`src/rtl/lcd_spi_write.sv`:
```
// Serialises 9-bit {dc, payload} words into a mode-0 SPI stream (CS, DC, SCK, MOSI), MSB first.
// States: IDLE wait/latch | SETUP CS low, MSB driven | SHIFT 16 SCK half-periods | DONE wr_done pulse | GAP CS-high idle.
module lcd_spi_write #(
    parameter int HALF_PERIOD = 2,
    parameter int GAP_CYCLES  = 2
) (
    input  logic       sys_clk_50MHz,
    input  logic       sys_rst,
    input  logic       en_write,
    input  logic [8:0] data,
    output logic       wr_done,
    output logic       busy,
    output logic       lcd_cs,
    output logic       lcd_dc,
    output logic       lcd_sck,
    output logic       lcd_mosi
);
    typedef enum logic [2:0] {
        S_IDLE,
        S_SETUP,
        S_SHIFT,
        S_DONE,
        S_GAP
    } state_t;

    localparam int              GW       = $clog2(GAP_CYCLES + 1);
    localparam logic [7:0]      DIV_LAST = 8'(HALF_PERIOD - 1);
    localparam logic [GW-1:0]   GAP_LAST = GW'(GAP_CYCLES - 1);

    state_t        state_q, state_d;
    logic [7:0]    div_q, div_d;
    logic [3:0]    hp_q, hp_d;
    logic [GW-1:0] gap_q, gap_d;
    logic [7:0]    sh_q, sh_d;
    logic          dc_q, dc_d;
    logic          cs_q, cs_d;
    logic          sck_q, sck_d;
    logic          mosi_q, mosi_d;
    logic          wr_done_q, wr_done_d;
    logic          busy_q, busy_d;
    logic [3:0]    hp_adv;
    logic [2:0]    bit_idx;

    // Odd half-periods present the next lower bit; the last one holds bit 0.
    always_comb begin
        hp_adv  = (hp_q == 4'd15) ? 4'd14 : hp_q + 4'd1;
        bit_idx = 3'd7 - hp_adv[3:1];
    end

    always_comb begin
        state_d   = state_q;
        div_d     = div_q;
        hp_d      = hp_q;
        gap_d     = gap_q;
        sh_d      = sh_q;
        dc_d      = dc_q;
        cs_d      = 1'b1;
        sck_d     = 1'b0;
        mosi_d    = mosi_q;
        wr_done_d = 1'b0;
        busy_d    = (state_q != S_IDLE);

        case (state_q)
            S_IDLE: begin
                if (en_write) begin
                    sh_d    = data[7:0];
                    dc_d    = data[8];
                    div_d   = '0;
                    hp_d    = '0;
                    state_d = S_SETUP;
                end
            end
            S_SETUP: begin
                cs_d   = 1'b0;
                mosi_d = sh_q[7];
                if (div_q == DIV_LAST) begin
                    div_d   = '0;
                    state_d = S_SHIFT;
                end else begin
                    div_d = div_q + 8'd1;
                end
            end
            S_SHIFT: begin
                cs_d   = 1'b0;
                sck_d  = ~hp_q[0];
                mosi_d = sh_q[bit_idx];
                if (div_q == DIV_LAST) begin
                    div_d = '0;
                    if (hp_q == 4'd15) begin
                        hp_d    = '0;
                        state_d = S_DONE;
                    end else begin
                        hp_d = hp_q + 4'd1;
                    end
                end else begin
                    div_d = div_q + 8'd1;
                end
            end
            S_DONE: begin
                wr_done_d = 1'b1;
                gap_d     = GAP_LAST;
                state_d   = S_GAP;
            end
            S_GAP: begin
                if (gap_q == '0) begin
                    state_d = S_IDLE;
                end else begin
                    gap_d = gap_q - GW'(1);
                end
            end
            default: state_d = S_IDLE;
        endcase
    end

    always_ff @(posedge sys_clk_50MHz) begin
        if (sys_rst) begin
            state_q   <= S_IDLE;
            div_q     <= '0;
            hp_q      <= '0;
            gap_q     <= '0;
            sh_q      <= '0;
            dc_q      <= 1'b0;
            cs_q      <= 1'b1;
            sck_q     <= 1'b0;
            mosi_q    <= 1'b0;
            wr_done_q <= 1'b0;
            busy_q    <= 1'b0;
        end else begin
            state_q   <= state_d;
            div_q     <= div_d;
            hp_q      <= hp_d;
            gap_q     <= gap_d;
            sh_q      <= sh_d;
            dc_q      <= dc_d;
            cs_q      <= cs_d;
            sck_q     <= sck_d;
            mosi_q    <= mosi_d;
            wr_done_q <= wr_done_d;
            busy_q    <= busy_d;
        end
    end

    assign wr_done  = wr_done_q;
    assign busy     = busy_q;
    assign lcd_cs   = cs_q;
    assign lcd_dc   = dc_q;
    assign lcd_sck  = sck_q;
    assign lcd_mosi = mosi_q;
endmodule

```
`config.mk`:
```
export PLATFORM = sky130hd
export DESIGN_NAME = lcd_spi_write
export DESIGN_NICKNAME = d
export VERILOG_FILES = /design/src/rtl/lcd_spi_write.sv
export SDC_FILE = /design/constraint.sdc
export NUM_CORES = 1
export LEC_CHECK = 0
export BUFFER_PORTS_ARGS = -buffer_cell sky130_fd_sc_hd__buf_2
export CAP_MARGIN = 20
export CORE_MARGIN = 1
export CORE_UTILIZATION = 55
export CTS_CLUSTER_DIAMETER = 60
export CTS_CLUSTER_SIZE = 20
export DETAILED_ROUTE_END_ITERATION = 16
export GPL_ROUTABILITY_DRIVEN = 0
export PLACE_DENSITY = 0.73
export RECOVER_POWER = 50
export SLEW_MARGIN = 20
export SYNTH_ARGS = -nofsm -noshare
export SYNTH_HDL_FRONTEND = slang
export SYNTH_SLANG_ARGS = --single-unit
```
`constraint.sdc`:
```
create_clock -name sys_clk_50MHz -period 2.4 [get_ports sys_clk_50MHz]
set_clock_uncertainty 0.15 [all_clocks]
set_input_delay 0.48 -clock sys_clk_50MHz [delete_from_list [all_inputs] [get_ports sys_clk_50MHz]]
set_output_delay 0.48 -clock sys_clk_50MHz [all_outputs]
set_load 0.02 [all_outputs]
```
==> Yosys cells after proc, flatten, opt, wreduce, memory -nomap -nowiden <==
Cells that the tools add are included.
{ "word_totals": {"memories": 0, "input_bits": 12, "elab_cells": 65, "ram_bits": 0, "romBits": 0, "latchBits": 0, "out_inout_bits": 6, "ff_bits": 31} }
{ "op_classes": {"magnitude_cmp": 1, "n_mul": 0, "n_mux": 21, "eq_ne": 12, "shifts": 0, "n_reduce_logical": 14, "n_bitwise": 2, "n_div": 0, "n_addsub": 4} }
{ "op_table": {"columns": ["operator", "count"], "rows": [
  ["4-bit 2-to-1 mux", 4],
  ["8-bit 2-to-1 mux", 2],
  ["8-bit one-hot mux with 2 select lines", 1],
  ["3-bit 2-to-1 mux", 5],
  ["3-bit one-hot mux with 5 select lines", 1],
  ["2-bit != test, second input constant", 6],
  ["8-bit by 1-bit adder with 8-bit output, second input constant", 1],
  ["8-bit by 1-bit equality test with 1-bit output, second input constant", 1],
  ["4-bit one-hot mux with 2 select lines", 1],
  ["2-bit nonzero test", 4],
  ["3-bit by 2-bit equality test with 1-bit output, second input constant", 2],
  ["2-bit AND reduction", 3],
  ["5-bit AND reduction", 1],
  ["4-bit by 1-bit adder with 4-bit output, second input constant", 1],
  ["4-bit equality test, second input constant", 1],
  ["3-bit by 4-bit less-than comparator with 1-bit output, second input constant", 1],
  ["2-bit one-hot mux with 2 select lines", 1],
  ["2-bit OR reduction", 2],
  ["1-bit binary-select mux with 3-bit select", 1],
  ["3-bit by 1-bit equality test with 1-bit output, second input constant", 1],
  ["3-bit equality test, second input constant", 1],
  ["3-bit zero test", 1],
  ["1-bit 2-to-1 mux", 3],
  ["3-bit AND reduction", 1],
  ["7 further kinds", 8]
]} }

==> Logic depth before layout (Yosys ltp) <==
{ "depth": {"ltp_word": 6, "mapped_depth": 7, "ltp_nobuf": 7} }

==> Worst setup path before layout <==
OpenSTA, ideal clock, no wires.
{ "synth_path": {"path_type": "register to register", "start": "reg hp_q[0]", "end": "reg mosi_q, in the netlist lcd_mosi", "setup_ns": 0.133, "n_path_buf": 0, "arrival_time_ns": 1.578, "path_slack_ns": 0.539, "t_required_ns": 2.117, "synth_period_minus_slack_ns": 1.861, "path_stages_with_launch": 7, "cell_sequence": "dfxtp_1 > ha_1 > mux2_1 > a22o_1 > a211oi_1 > a211o_1 > a311oi_1"} }
{ "synth_via": {"elab_chain_cells": 6, "word_cells_on_any_way": 7, "classes_between": "add/sub (2); eq/ne (1); mux (4)"} }
{ "synth_rtl": {"columns": ["element", "line_no", "text"], "rows": [
  ["start: declaration", "32", "logic [3:0] hp_q, hp_d;"],
  ["start signal: assignment", "131", "hp_q <= hp_d;"],
  ["4-bit by 1-bit adder with 4-bit output / 4-bit equality test (equally long branches)", "46", "hp_adv = (hp_q == 4'd15) ? 4'd14 : hp_q + 4'd1;"],
  ["4-bit 2-to-1 mux (*)", "46", null],
  ["3-bit subtractor (*)", "47", "bit_idx = 3'd7 - hp_adv[3:1];"],
  ["1-bit binary-select mux with 3-bit select (*)", "86", "mosi_d = sh_q[bit_idx];"],
  ["1-bit 2-to-1 mux (not written as such) (*)", "86", null],
  ["1-bit one-hot mux with 2 select lines (*)", "63", "case (state_q)"],
  ["end signal: assignment", "137", "mosi_q <= mosi_d;"],
  ["end: declaration", "38", "logic mosi_q, mosi_d;"]
]} }
Mark *: on every way between the ends. The rest lies on a longest branch, timed or not. The select of a mux whose other input is x is not followed.
A chain may end at the register's enable or synchronous reset.

==> Worst setup path after layout <==
{ "layout_path": {"start": "reg div_q[0]", "end": "reg hp_q[2]"} }
{ "layout_via": {"elab_chain_cells": 3} }
{ "layout_rtl": {"columns": ["element", "line_no", "text"], "rows": [
  ["start: declaration", "31", "logic [7:0] div_q, div_d;"],
  ["start signal: assignment", "130", "div_q <= div_d;"],
  ["8-bit by 1-bit equality test with 1-bit output", "87", "if (div_q == DIV_LAST) begin"],
  ["2-bit != test (no line)", null, null],
  ["3-bit AND reduction (no line)", null, null]
]} }
Every way passes these cells.

==> out/results.ini <==
[route]
drt.antenna.violating_nets=0
drc=0
vias=1214
drtPass1Iterations=4
met1Wirelength_mm=1.42
wl_met2_mm=1.28
drt_iter0_markers=31
vias_per_cell=5.59
wirelength_mm=2.86
routedWlPerCell_um=13.2
routed.top_layer=met4
wl_met3_um=109

[logic_synthesis]
postSynthAreaPerCell_sq_um=8.78
synth-seq-area-share_pct=42.3
synthCells=167
synth_nets=183
yosysUniqueCellTypes=40
ys_ff_latch=31
ys_warn_count=0
syn-cell-area_sq_um=1470

[global_routing]
grt_pass1_wl_mm=4.57
grt-ovfl-total=0
grt_pass1_vias=1090
grt_antenna_before_repair=0
grt_start_max_net_pins=25
grt.total_usage_pct=22.7

[sta]
fin_tns_setup_ns=0
finalCritPeriodShare_pct=85.1
finalMaxSlewViolations=0
max_freq_mhz=489
hold_viol_final=0
final.min_clock_period_ns=2.04
setup_viol=0
slew_headroom_pct=63.0
tightest_slew_ns=0.553
rsz0062_at_grt=false

[hold_path]
holdPathEnd=sh_q[5]$_SDFFE_PP0P_
hold_path.class=primary input to flop
min_from=data[5]
hold_depth=3

[cells_and_area]
multiInputGateArea_sq_um=779
final_cell_mix=dfxtp_1 (31), nand2_1 (28), nor2_1 (17), a21oi_1 (17), buf_2 (11)
layout.cells.non_filler=217
final_area_sq_um=1590
layout-drive-gt1-share_pct=13.4
nFillCells=242
area_delta_synth_final_pct=8.19
seqCellArea_sq_um=621
final_common_cell=dfxtp_1
diodes=0
final_nets=204

[placed_design]
hpwl_mm=2.11
place_area_sq_um=1570
port_buffers=17
dp.cells=211

[clock_network]
clk_latency_ns=0.32
h-tree-depth=2
cts_tree=done
postCtsResizedCells=0
clkTransAtPathRegs_ns=0.09
root_buffer=clkbuf_4
cts_buffer_depth=2
cts_made_buffers=5
cts.sinks=31
hold_buffers=0
post-cts-setup-buffers=0

[outcome]
outcome=completed

[worst_setup_path]
startpoint_type=flop
rr_endpoint=hp_q[2]$_SDFFE_PP0P_
slowest_delay_ns=0.57
crit_family=simple AND/OR/NAND/NOR gates
path_max_fanout=8
worstSetupPathType=flop to flop
critical_path_required_ns=2.50
regToRegStartpoint=div_q[0]$_SDFFE_PP0P_
crit_buf_inv=0
slowest_stage=or4b_1
cp_cell_sequence=ha_1 > nor4b_2 > a31oi_1 > or4b_1 > a21oi_1
rr_worst_depth=5
cp-end-kind=flop
critPathArrivalTime_ns=2.15
r2r_slack_ns=0.36

[floorplanning]
rows=18
die_w_um=53.6
dieArea_sq_um=2880
start_util_pct=58.7
ioPinCount=18
coreArea_sq_um=2500
die_h_um=53.6

[power_and_ir_drop]
power.leakage_nw=0.609
power.total_mw=1.04
cellPowerDensity_nw_per_um2=654
ir_drop_mv=0.552

[flow_run]
max_cap_violations=0

## how the worst max path moves through the flow
stage	from	end	slack, ns	cells past startpoint
after detailed placement	en_write	hp_q[2]$_SDFFE_PP0P_	0.33	5
after CTS	state_q[0]$_SDFFE_PP0P_	hp_q[2]$_SDFFE_PP0P_	0.38	4
after global placement	en_write	hp_q[2]$_SDFFE_PP0P_	0.42	5
after global routing	div_q[0]$_SDFFE_PP0P_	hp_q[2]$_SDFFE_PP0P_	0.20	5
final	div_q[0]$_SDFFE_PP0P_	hp_q[2]$_SDFFE_PP0P_	0.36	5
after floorplan	hp_q[0]$_SDFFE_PP0P_	lcd_mosi$_SDFFE_PP0N_	0.54	6
## registers in the layout (all words and copies together) (netlist names), 2 cells and up
signal and count:
div_q 8, sh_q 8, hp_q 4, state_q 3, gap_q 2
## tightest hold or removal path: cells and delay by family
kind	cells	cell delay [ns]
buf+inv	1	0.09
compound gates	1	0.05
simple gates	1	0.04
## cell type report
type,count,share of cell area (%)
multi-input cells,126,49.1
flip-flops and latches,31,39.1
well taps,30,2.37
repair buffers,20,5.84
clock buffers,6,2.60
inverters,4,0.946
## logic make-up (layout without fill, tap and decap cells)
logic type	count (synthesis)	count (layout)	share of synthesized area, %
and+or+nand+nor	75	75	26.2
AOI/OAI and AO/OA	33	33	14.6
DFF	31	31	42.3
buffers and inverters	10	30	3.67
xor gates and xnor gates	8	8	5.29
muxes	6	6	4.52
adders and majority gates	4	4	3.41
## Yosys cell counts, drive strengths merged
cell type   n  area, sq um
dfxtp      31          621
nand2      28          105
a21oi      17         85.1
nor2       17         63.8
nor3        8         40.0
mux2        5         56.3
o21ai       5         25.0
xor2        5         43.8
ha          4         50.1
inv         4         15.0
a211oi      3         22.5
and3        3         18.8
buf         3         27.5
clkbuf      3         11.3
or3         3         23.8
xnor2       3         33.8
a211o       2         17.5
and2        2         12.5
nand2b      2         12.5
nand3b      2         15.0
nand4       2         12.5
nor4b       2         30.0
a222oi      1         10.0
a22o        1         8.76
a311oi      1         8.76
a31oi       1         6.26
and4        1         8.76
mux2i       1         10.0
nand3       1         5.00
nor2b       1         6.26
nor3b       1         12.5
o2111a      1         11.3
o21bai      1         18.8
or4         1         7.51
or4b        1         10.0
## where the power goes
group,leakage (nW),switching [mW],internal (mW)
clock,0.0242,0.157,0.104
sequential,0.252,0.0288,0.549
combinational,0.333,0.120,0.0794
## layer usage
metal,global-route usage (%),up-vias
met5,0,-
met3,8.47,6
met2,35.4,22
met1,28.1,559
li1,-,627
met4,9.21,0
## metrics by stage
step / setup WS [ns] / hold slack, ns / utilization (%)
after CTS: 0.377 / 0.221 / 64.6
after floorplan: 0.539 / 0.282 / -
after global routing: 0.197 / 0.227 / 63.5
after global placement: 0.418 / 0.288 / 62.9
after detailed placement: 0.329 / 0.297 / 62.9
final: 0.357 / 0.233 / 63.5
Note: power is estimated with default switching activity, not from simulation.
